===== config.mk =====
export PLATFORM = sky130hd
export DESIGN_NAME = sap_bus_fabric
export DESIGN_NICKNAME = d
export VERILOG_FILES = /design/src/rtl/sap_bus_pkg.sv /design/src/rtl/sap_bus_src_mux.sv /design/src/rtl/sap_bus_fabric.sv
export SDC_FILE = /design/constraint.sdc
export NUM_CORES = 1
export LEC_CHECK = 0
export ABC_AREA = 1
export CAP_MARGIN = 5
export CORE_ASPECT_RATIO = 2
export CORE_MARGIN = 2
export CORE_UTILIZATION = 35
export DETAILED_ROUTE_END_ITERATION = 6
export MAX_ROUTING_LAYER = met4
export PLACE_DENSITY = 0.76
export SYNTH_ARGS = -nofsm -noshare
export SYNTH_HDL_FRONTEND = slang
export SYNTH_SLANG_ARGS = --single-unit

===== constraint.sdc =====
create_clock -name clk -period 3.26 [get_ports clk]
set_input_delay 0.652 -clock clk [delete_from_list [all_inputs] [get_ports clk]]
set_output_delay 0.652 -clock clk [all_outputs]
set_load 0.01 [all_outputs]

===== src/rtl/sap_bus_pkg.sv =====
// Shared types and default sizing for the SAP3 bus fabric.
package sap_bus_pkg;

   typedef enum logic {IDLE = 1'b0, WAIT = 1'b1} state_t;

   localparam int DEF_W        = 16;
   localparam int DEF_NARROW_W = 8;
   localparam int DEF_N_SRC    = 4;
   localparam int DEF_N_DST    = 6;
   localparam int DEF_TIMEOUT  = 15;
   localparam int DEF_CNT_W    = 16;

   // Saturation value for a default-width transfer counter.
   localparam logic [DEF_CNT_W-1:0] CNT_SAT = '1;

endpackage


===== src/rtl/sap_bus_src_mux.sv =====
// Priority bus driver select: lowest enabled index wins, narrow sources are
// zero-extended, and more than one enable flags a multi-driver condition.
module sap_bus_src_mux
   import sap_bus_pkg::*;
#(
   parameter int W        = DEF_W,
   parameter int NARROW_W = DEF_NARROW_W,
   parameter int N_SRC    = DEF_N_SRC
) (
   input  logic [N_SRC-1:0]   oe,
   input  logic [N_SRC*W-1:0] data,
   input  logic [N_SRC-1:0]   wide,
   output logic [W-1:0]       value,
   output logic               multi
);

   // Walk from the highest index down so the lowest enabled source lands last.
   always_comb begin
      value = '0;
      for (int i = N_SRC - 1; i >= 0; i--) begin
         if (oe[i]) begin
            value = wide[i] ? data[i*W +: W] : W'(data[i*W +: NARROW_W]);
         end
      end
   end

   assign multi = |(oe & (oe - N_SRC'(1)));

endmodule


===== src/rtl/sap_bus_fabric.sv =====
// Shared-bus fabric: priority source mux, per-destination ready handshake with
// wait states, controller stall, sticky error flags and a saturating transfer count.
module sap_bus_fabric
   import sap_bus_pkg::*;
#(
   parameter int W        = DEF_W,
   parameter int NARROW_W = DEF_NARROW_W,
   parameter int N_SRC    = DEF_N_SRC,
   parameter int N_DST    = DEF_N_DST,
   parameter int TIMEOUT  = DEF_TIMEOUT,
   parameter int CNT_W    = DEF_CNT_W
) (
   input  logic               clk,
   input  logic               rst,
   input  logic [N_SRC-1:0]   src_oe,
   input  logic [N_SRC*W-1:0] src_data,
   input  logic [N_SRC-1:0]   src_wide,
   input  logic [N_DST-1:0]   dst_we,
   input  logic [N_DST-1:0]   dst_ready,
   input  logic               err_clr,
   output logic [W-1:0]       bus_out,
   output logic [N_DST-1:0]   dst_strb,
   output logic               stall,
   output logic               busy,
   output logic               contention_err,
   output logic               timeout_err,
   output logic [CNT_W-1:0]   xfer_count
);

   localparam int                WC_W    = $clog2(TIMEOUT + 1);
   localparam logic [WC_W-1:0]   WC_LAST = WC_W'(TIMEOUT - 1);
   localparam logic [CNT_W-1:0]  CNT_MAX = '1;

   state_t             state;
   logic [N_DST-1:0]   pending;
   logic [W-1:0]       bus_hold;
   logic [WC_W-1:0]    wait_cnt;
   logic [W-1:0]       mux_val;
   logic               multi;
   logic [N_DST-1:0]   miss_idle;
   logic [N_DST-1:0]   miss_wait;
   logic               at_limit;
   logic               timed_out;
   logic               cnt_inc;

   sap_bus_src_mux #(
      .W        (W),
      .NARROW_W (NARROW_W),
      .N_SRC    (N_SRC)
   ) u_src_mux (
      .oe    (src_oe),
      .data  (src_data),
      .wide  (src_wide),
      .value (mux_val),
      .multi (multi)
   );

   assign miss_idle = dst_we & ~dst_ready;
   assign miss_wait = pending & ~dst_ready;
   assign at_limit  = (wait_cnt == WC_LAST);
   assign timed_out = (state == WAIT) && (|miss_wait) && at_limit;
   assign cnt_inc   = (state == IDLE) ? (!(|miss_idle) && (|dst_we)) : !(|miss_wait);

   // Outputs are forced quiet whenever reset is asserted, even mid-WAIT.
   always_comb begin
      bus_out  = '0;
      dst_strb = '0;
      stall    = 1'b0;
      busy     = 1'b0;
      if (rst) begin
         if (state == IDLE) begin
            bus_out  = mux_val;
            dst_strb = dst_we & dst_ready;
            stall    = |miss_idle;
         end else begin
            bus_out  = bus_hold;
            dst_strb = pending & dst_ready;
            stall    = (|miss_wait) && !at_limit;
            busy     = 1'b1;
         end
      end
   end

   always_ff @(posedge clk) begin
      if (!rst) begin
         state          <= IDLE;
         pending        <= '0;
         bus_hold       <= '0;
         wait_cnt       <= '0;
         xfer_count     <= '0;
         contention_err <= 1'b0;
         timeout_err    <= 1'b0;
      end else begin
         contention_err <= !err_clr && (contention_err || ((state == IDLE) && multi));
         timeout_err    <= !err_clr && (timeout_err || timed_out);
         if (cnt_inc && (xfer_count != CNT_MAX)) begin
            xfer_count <= xfer_count + CNT_W'(1);
         end
         case (state)
            IDLE: begin
               if (|miss_idle) begin
                  pending  <= miss_idle;
                  bus_hold <= mux_val;
                  wait_cnt <= '0;
                  state    <= WAIT;
               end
            end
            WAIT: begin
               // Either every target has taken the data, or the timeout drops the rest.
               if (!(|miss_wait) || at_limit) begin
                  pending <= '0;
                  state   <= IDLE;
               end else begin
                  pending  <= miss_wait;
                  wait_cnt <= wait_cnt + WC_W'(1);
               end
            end
            default: state <= IDLE;
         endcase
      end
   end

endmodule


## Yosys cells after proc, flatten, opt, wreduce, memory -nomap -nowiden

Cells that the tools add are included.

- Flip-flop bits (word level): 45
- Input bits: 87
- Output and inout port bits: 42
- Word-level logic and storage cells: 68

- $add $sub $neg: 3
- Eq/ne operators: 4
- Muxes and demuxes: 26
- Bitwise logic cells: 7
- Reductions and logical operators: 21

Operators with widths:

| operator | number |
|---|---|
| two-way mux 16 bit | 10 |
| AND 6 bit | 4 |
| two-way mux 6 bit | 4 |
| OR reduction 6 bit | 3 |
| adder 16 x 1 -> 16 bit (second input constant) | 1 |
| inequality test 16 bit (second input constant) | 1 |
| one-hot mux 6 bit (2 select lines) | 1 |
| logical AND 1 bit | 8 |
| two-way mux 4 bit | 2 |
| one-hot mux 4 bit (2 select lines) | 1 |
| two-way mux 1 bit | 7 |
| inverter 6 bit | 1 |
| adder 4 x 1 -> 4 bit (second input constant) | 1 |
| AND 4 bit | 1 |
| == test 4 bit (second input constant) | 1 |
| zero test 1 bit | 4 |
| inequality test 2 bit (second input constant) | 2 |
| AND reduction 2 bit | 2 |
| OR reduction 4 bit | 1 |
| subtractor 4 x 1 -> 4 bit (second input constant) | 1 |
| logical OR 1 bit | 3 |
| one-hot mux 1 bit (2 select lines) | 1 |
| inverter 1 bit | 1 |

## Depth between registers and ports, before layout

Gate-level depths: netlist (run 1).

- Word-level depth: 7
- Gate-level depth with buffers: 11
- Mapped depth without buffers: 11

## Modules after synthesis

A second synthesis (run 1) with hierarchy kept.

- Cell total of the unflattened synthesis: 582
- Area, all modules: 3400.8 um^2

Modules (own cells, without submodules):

| module | instances | cells an instance | area each (um^2) | seq. area each (um^2) |
|---|---|---|---|---|
| sap_bus_fabric | 1 | 400 | 2593.7 | 900.9 |
| sap_bus_src_mux | 1 | 182 | 807.0 | 0.0 |

## Least setup slack after synthesis (run 1)

OpenSTA, ideal clock, no wires.

- Path kind: input port to output port
- Start point: input port src_oe[1]
- End point: output port bus_out[0]
- Arrival time: 1.633 ns
- Required time: 2.608 ns
- Slack: 0.975 ns
- Stages: 6
- Path buffers: 2
- Cells stage by stage: buf_4 clkinv_1 buf_2 nand4_1 o221ai_1 o21ai_0

- Word-level cells in the longest chain between the ends: 4

Ends and longest elaborated chain:

| item | line | source |
|---|---|---|
| start: declaration | sap_bus_fabric.sv:15 | `input logic [N_SRC-1:0] src_oe,` |
| two-way mux 16 bit (2 in a row) | sap_bus_src_mux.sv:21 | `if (oe[i]) begin` |
| two-way mux 16 bit | sap_bus_fabric.sv:71 | `if (state == IDLE) begin` |
| two-way mux 16 bit | sap_bus_fabric.sv:70 | `if (rst) begin` |
| end: declaration | sap_bus_fabric.sv:21 | `output logic [W-1:0] bus_out,` |

No other way between the ends.

## Final worst setup path (run 1)

- Start point: input port src_oe[1]
- End point: output port bus_out[4]

The elaborated chain is that of the path after synthesis.

==> flow_summary.json, run 1 <==
{
  "dp_hpwl_mm": 7.96,
  "period_share": 0.977,
  "p_leak_nw": 2.05,
  "ant_nets": 0,
  "drcViolationCount": 0,
  "start_util": 0.362,
  "drtIter0Drc": 235,
  "synth_fp_nets": 593,
  "final_nets": 727,
  "worstPathRequired_ns": 2.61,
  "num_vias": 3843,
  "path_buf_inv": 4,
  "yosysWarnings": 0,
  "status": "finished, final reports clean",
  "synthesis.area_sq_um": 3130,
  "crit_fanout": 7,
  "diodes": 0,
  "worstMarginPinSlew_ns": 0.429,
  "synth.distinct_cells": 35,
  "antenna_found_initial": 0,
  "first_pass_iters": 5,
  "die-height_microns": 138,
  "placed_area_sq_um": 4580,
  "cp_cell_sequence": "clkdlybuf4s50_1 -> clkinv_1 -> buf_4 -> nand4_1 -> o221ai_1 -> o21ai_0 -> clkdlybuf4s50_1",
  "postCtsHoldBufs": 0,
  "vdd_drop_max_v": 0.000233,
  "holdPathStages": 1,
  "cts_buffers": 5,
  "swShare": 0.297,
  "worstReg2RegStart": "xfer_count[0]$_SDFFE_PN0P_",
  "syn-instance-count": 503,
  "finalSetupViolCount": 0,
  "totalPowerFinal_mw": 1.79,
  "p_sw_mw": 0.532,
  "crit_type": "input port to primary output",
  "routed-wl-met3_microns": 419,
  "dpl.cell_count": 730,
  "setup_ws_ns": 0.0758,
  "r2r_setup_slack_ns": 1.45,
  "wl_met2_mm": 5.87,
  "grt_pass1_wl_mm": 16.4,
  "internal_power_mw": 1.26,
  "critPathArrivalTime_ns": 2.53,
  "cts_root_buffer": "clkbuf_16",
  "synthArstFlopShare": 0,
  "rsz0062_at_grt": "false",
  "grt_pass1_vias": 3875,
  "clkLatencyLatePin_ns": 0.29,
  "synth.avg_cell_area_sq_um": 6.22,
  "chipWidth_microns": 70.9,
  "routabilityCongestion": 0.875,
  "ys.flop_type": "dfxtp_1",
  "grt_max_degree": 39,
  "slew_headroom": 0.713,
  "h-tree-depth": 2,
  "final-instance-count-excl-fill": 738,
  "nFillCells": 866,
  "drv_cap": 0,
  "cp-end-kind": "primary output",
  "place.port_buffers": 128,
  "hold_viol": 0,
  "combPwrFrac": 0.309,
  "drv_slew": 0,
  "path_clk_slew_ns": 0.06,
  "cp-start-kind": "input port",
  "wl_met1_mm": 3.47,
  "core_sq_um": 8650,
  "route.top_layer_used": "met4",
  "clk_path_buf_depth": 2,
  "hold_path.class": "flip-flop to flip-flop",
  "synth_edf_count": 0,
  "layout-drive-gt1-share": 0.0815,
  "r2r-end": "xfer_count[6]$_SDFFE_PN0P_",
  "row_count": 48,
  "slowest_stage": "clkdlybuf4s50_1",
  "cp.depth": 7,
  "reg2regPathDepth": 8,
  "finalInstanceArea_sq_um": 4760,
  "cp_slowest_stage_delay_ns": 0.57,
  "holdCritStartpoint": "timeout_err$_SDFF_PN0_",
  "grtUsageTotal": 0.210,
  "p_clk_frac": 0.335,
  "min_to": "timeout_err$_SDFF_PN0_",
  "avgRoutedWirePerCell_microns": 13.4,
  "power_frac_seq": 0.356,
  "fp.dieArea_sq_um": 9760,
  "tritoncts": "built",
  "cpMostUsedCell": "clkdlybuf4s50_1",
  "skew_ns": 0.00689,
  "grt-ovfl-total": 0,
  "fin_setup_tns_ns": 0,
  "post-route-min-period_ns": 3.18,
  "synth-seq-area-share": 0.288,
  "dp_slack_ns": 0.0574,
  "syn_to_final_growth_pct": 51.9,
  "power_density_nw_per_um2": 377,
  "numClockSinks": 45,
  "via_per_inst": 5.21,
  "cp_top_family": "buffers and inverters",
  "io_pins": 129,
  "wirelength_mm": 9.92,
  "ys_seq_elements": 45,
  "max_freq_mhz": 314
}
## how the worst max path moves through the flow
| stage | startpoint | endpoint | slack (ns) |
|---|---|---|---|
| 5_1_grt | src_oe[1] | bus_out[4] | 0.02 |
| 3_3_place_gp | src_oe[1] | bus_out[3] | 0.11 |
| 2_1_floorplan | src_oe[1] | bus_out[0] | 0.97 |
| 4_1_cts | rst | dst_strb[1] | 0.06 |
| 6_report | src_oe[1] | bus_out[4] | 0.08 |
| 3_5_place_dp | rst | dst_strb[1] | 0.06 |
## cell usage in the layout (no fill, tap or decap), drive strengths merged, types with 2 or more instances in the layout
master,n
inv,44
nor4,5
clkdlybuf4s50,127
nor3,4
nand2,128
a21oi,46
clkbuf,7
a22o,8
nor2,77
xor2,3
clkinv,4
nand4,11
o221ai,7
nand3,54
dfxtp,45
buf,22
or2,2
xnor2,2
ha,3
o21ai,33
## synth_stat cells (2+ instances only)
master,number,area (sq um)
nand2_1,122,458
nor2_1,72,270
nand3_1,52,260
a21oi_1,46,230
dfxtp_1,45,901
inv_1,39,146
o21ai_0,31,155
nand4_1,9,56.3
a22o_1,8,70.1
o221ai_1,7,61.3
buf_2,6,30.0
clkbuf_1,6,22.5
buf_4,5,37.5
buf_6,5,56.3
inv_2,5,18.8
nor4_1,5,31.3
clkinv_1,4,15.0
nor3_1,4,20.0
ha_1,3,37.5
nand2_2,3,18.8
nand2_4,3,33.8
nor2_4,3,33.8
xor2_1,3,26.3
nand3_2,2,20.0
nor2_2,2,12.5
o21ai_1,2,10.0
or2_2,2,12.5
xnor2_1,2,17.5
## per-stage QoR
stage           util  hold slack [ns]
3_3_place_gp   0.529            0.452
6_report       0.550            0.465
3_5_place_dp   0.529            0.455
4_1_cts        0.549            0.470
5_1_grt        0.550            0.492
2_1_floorplan      -            0.467
## layout make-up
| class | count | area, sq um | share of cell area |
|---|---|---|---|
| Clock buffer | 7 | 143 | 0.0300 |
| Clock inverter | 1 | 30.0 | 0.00631 |
| Inverter | 48 | 180 | 0.0379 |
| Multi-Input combinational cell | 387 | 1900 | 0.400 |
| Sequential cell | 45 | 901 | 0.189 |
| Tap cell | 100 | 125 | 0.0263 |
| Timing Repair Buffer | 150 | 1470 | 0.310 |
## flip-flops by register name, indices dropped and copies added, names as in the netlist
name and cells:
pending 6, state 1, bus_hold 16, contention_err 1
xfer_count 16, wait_cnt 4, timeout_err 1
## power by group through the flow
stage / Clock [mW] / Sequential (mW) / Combinational, mW
5_1_grt: 0.632 / 0.646 / 0.610
3_5_place_dp: 0 / 0.651 / 0.554
6_report: 0.600 / 0.639 / 0.554
4_1_cts: 0.611 / 0.639 / 0.556
2_1_floorplan: 0 / 0.648 / 0.287
3_3_place_gp: 0 / 0.647 / 0.538
## per-layer routing
metal,up-vias,track usage
met4,0,0.0922
met5,-,-
met3,12,0.0234
met1,1762,0.190
li1,1936,-
met2,133,0.425
## kinds of logic after synthesis
family | after synthesis | synth area share
flip-flops | 45 | 0.288
XOR/XNOR | 5 | 0.0140
adder cells (fa/ha/maj) | 3 | 0.0120
buffers and inverters | 71 | 0.106
AO/OA/AOI/OAI | 98 | 0.178
AND/OR/NAND/NOR | 281 | 0.403
## timing repair
item	4_1_cts	5_1_grt
buffers inserted	0	0
gates resized for setup	0	3
endpoints found under the setup margin	0	10
No activity file was read; power rests on OpenSTA's default activity.
==> run 2, diff against run 1 <==
--- a/config.mk
+++ b/config.mk
@@ -6,7 +6,7 @@
 export NUM_CORES = 1
 export LEC_CHECK = 0
 export ABC_AREA = 1
-export CAP_MARGIN = 5
+export CAP_MARGIN = 20
 export CORE_ASPECT_RATIO = 2
 export CORE_MARGIN = 2
 export CORE_UTILIZATION = 35
==> results of run 2 <==
Same layout as run 1: the final DEF is identical, and so are final timing and power.
==> run 3, diff against run 2 <==
--- a/config.mk
+++ b/config.mk
@@ -7,12 +7,14 @@
 export LEC_CHECK = 0
 export ABC_AREA = 1
 export CAP_MARGIN = 20
+export CELL_PAD_IN_SITES_DETAIL_PLACEMENT = 0
+export CELL_PAD_IN_SITES_GLOBAL_PLACEMENT = 1
 export CORE_ASPECT_RATIO = 2
 export CORE_MARGIN = 2
-export CORE_UTILIZATION = 35
+export CORE_UTILIZATION = 31
 export DETAILED_ROUTE_END_ITERATION = 6
 export MAX_ROUTING_LAYER = met4
-export PLACE_DENSITY = 0.76
+export PLACE_DENSITY_LB_ADDON = 0.1
 export SYNTH_ARGS = -nofsm -noshare
 export SYNTH_HDL_FRONTEND = slang
 export SYNTH_SLANG_ARGS = --single-unit
==> run 3 against run 2 <==
Non-clock buffer count fell by 1. First-iteration DRC count shrank 35%. Worst hold slack improved by 0.0026 ns. Die area grew 12%. Core utilization decreased by 5.8 points. Clock power is essentially flat. Critical endpoint is now bus_out[7]. Sequential power increased by 0.6%. Final cell count increased by 4.2%. Wire length is 3.1% higher.
==> flow_summary.json, run 3 (synthesis gave the netlist of run 1 again) <==
{
  "period_share": 0.970,
  "layout-drive-gt1-share": 0.0801,
  "path_clk_slew_ns": 0.06,
  "finalSetupViolCount": 0,
  "grt_max_degree": 39,
  "wirelength_mm": 10.2,
  "slowest_stage": "clkdlybuf4s50_1",
  "largestRegisters": "bus_hold (16), xfer_count (16), pending (6)",
  "post-route-min-period_ns": 3.16,
  "cts_root_buffer": "clkbuf_16",
  "cp-end-kind": "primary output",
  "skew_ns": 0.00268,
  "grt_pass1_wl_mm": 16.9,
  "chipWidth_microns": 75.1,
  "drv_slew": 0,
  "routabilityCongestion": 0.837,
  "cp_slowest_stage_delay_ns": 0.54,
  "dpl.cell_count": 761,
  "io_pins": 129,
  "avgRoutedWirePerCell_microns": 13.3,
  "start_util": 0.321,
  "row_count": 51,
  "slew_headroom": 0.744,
  "core_sq_um": 9760,
  "cp_cell_sequence": "clkdlybuf4s50_1 -> buf_4 -> nand3_1 -> nand2_1 -> o21ai_0 -> a21oi_1 -> a22o_1 -> clkdlybuf4s50_1",
  "clk_path_buf_depth": 2,
  "final_nets": 726,
  "h-tree-depth": 2,
  "hold_path.class": "flip-flop to flip-flop",
  "final-instance-count-excl-fill": 769,
  "drtIter0Drc": 152,
  "crit_fanout": 3,
  "worstMarginPinSlew_ns": 0.384,
  "fp.dieArea_sq_um": 11000,
  "dp_slack_ns": 0.0169,
  "setup_ws_ns": 0.0974,
  "power_density_nw_per_um2": 374,
  "p_leak_nw": 2.09,
  "vdd_drop_max_v": 0.000234,
  "die-height_microns": 146,
  "critPathArrivalTime_ns": 2.51,
  "cp-start-kind": "input port",
  "status": "finished, final reports clean",
  "cpMostUsedCell": "clkdlybuf4s50_1",
  "first_pass_iters": 4,
  "numClockSinks": 45,
  "grt-ovfl-total": 0,
  "syn_to_final_growth_pct": 53.4,
  "cts_buffers": 5,
  "fin_setup_tns_ns": 0,
  "tritoncts": "built",
  "crit_type": "input port to primary output",
  "grtUsageTotal": 0.199,
  "grt_pass1_vias": 3774,
  "hold_viol": 0,
  "diodes": 0,
  "num_vias": 3763,
  "final_cell_mix": "clkdlybuf4s50_1 (125), nand2_1 (122), nor2_1 (72)",
  "dp_hpwl_mm": 8.01,
  "ant_nets": 0,
  "max_freq_mhz": 316,
  "final_common_cell": "clkdlybuf4s50_1",
  "drv_cap": 0,
  "postCtsHoldBufs": 0,
  "worstPathRequired_ns": 2.61,
  "via_per_inst": 4.89,
  "antenna_found_initial": 0,
  "clkLatencyLatePin_ns": 0.29,
  "drcViolationCount": 0,
  "place.port_buffers": 128,
  "rsz0062_at_grt": "false"
}
==> run 3: cell types whose count changed in the layout (fill, tap and decap cells not counted), moves of 2 or more <==
cell	previous run	this run
o21ai_0	31	28
o21ai_1	2	5
buf_4	20	18
clkdlybuf4s50_1	127	125
dlymetal6s2s_1	1	3
==> run 3: layout make-up <==
cell class	instances	area, sq um
Clock buffer	7	143
Tap cell	132	165
Sequential cell	45	901
Inverter	48	180
Clock inverter	1	30.0
Timing Repair Buffer	149	1480
Fill cell	1034	4960
Multi-Input combinational cell	387	1900
==> run 3: final timing paths <==
| path | from | end | slack [ns] | cells after the start |
|---|---|---|---|---|
| hold reg to reg | timeout_err$_SDFF_PN0_ | timeout_err$_SDFF_PN0_ | 0.47 | 1 |
| hold / removal | timeout_err$_SDFF_PN0_ | timeout_err$_SDFF_PN0_ | 0.47 | 1 |
| setup / recovery | src_oe[3] | bus_out[7] | 0.1 | 8 |
| setup reg to reg | xfer_count[0]$_SDFFE_PN0P_ | xfer_count[13]$_SDFFE_PN0P_ | 1.47 | 8 |
==> run 3: through the flow <==
stage	hold WS [ns]	util	area [sq um]	power, mW
final	0.467	0.492	4800	1.80
after global routing	0.497	0.492	4800	1.90
after CTS	0.471	0.491	4790	1.82
after detailed placement	0.455	0.473	4620	1.21
after global placement	0.446	0.473	4620	1.20
after floorplan	0.467	-	3130	0.935
==> run 3: where the power goes <==
part,internal [mW],leakage (nW),switching (mW)
Combinational,0.280,1.63,0.269
Sequential,0.599,0.369,0.0442
Clock,0.383,0.0841,0.220
Total,1.26,2.09,0.533
==> run 3: per-layer routing <==
| metal | track usage | share of wire | vias up |
|---|---|---|---|
| met1 | 0.204 | 0.39 | 1708 |
| met4 | 0.0777 | 0.021 | 0 |
| met3 | 0.0235 | 0.037 | 15 |
| met5 | - | 0 | - |
| li1 | - | - | 1934 |
| met2 | 0.364 | 0.55 | 106 |
==> run 3: critical path: cells and delay by family <==
kind,cells,cell delay (ns)
compound gates,3,0.46
buf+inv,3,1.22
simple gates,2,0.18
==> run 3: what timing repair did <==
action / in CTS / in global routing
resized for setup: 0 / 7
hold endpoints to repair: 0 / 0
setup endpoints to repair: 0 / 8
setup buffers: 0 / 0
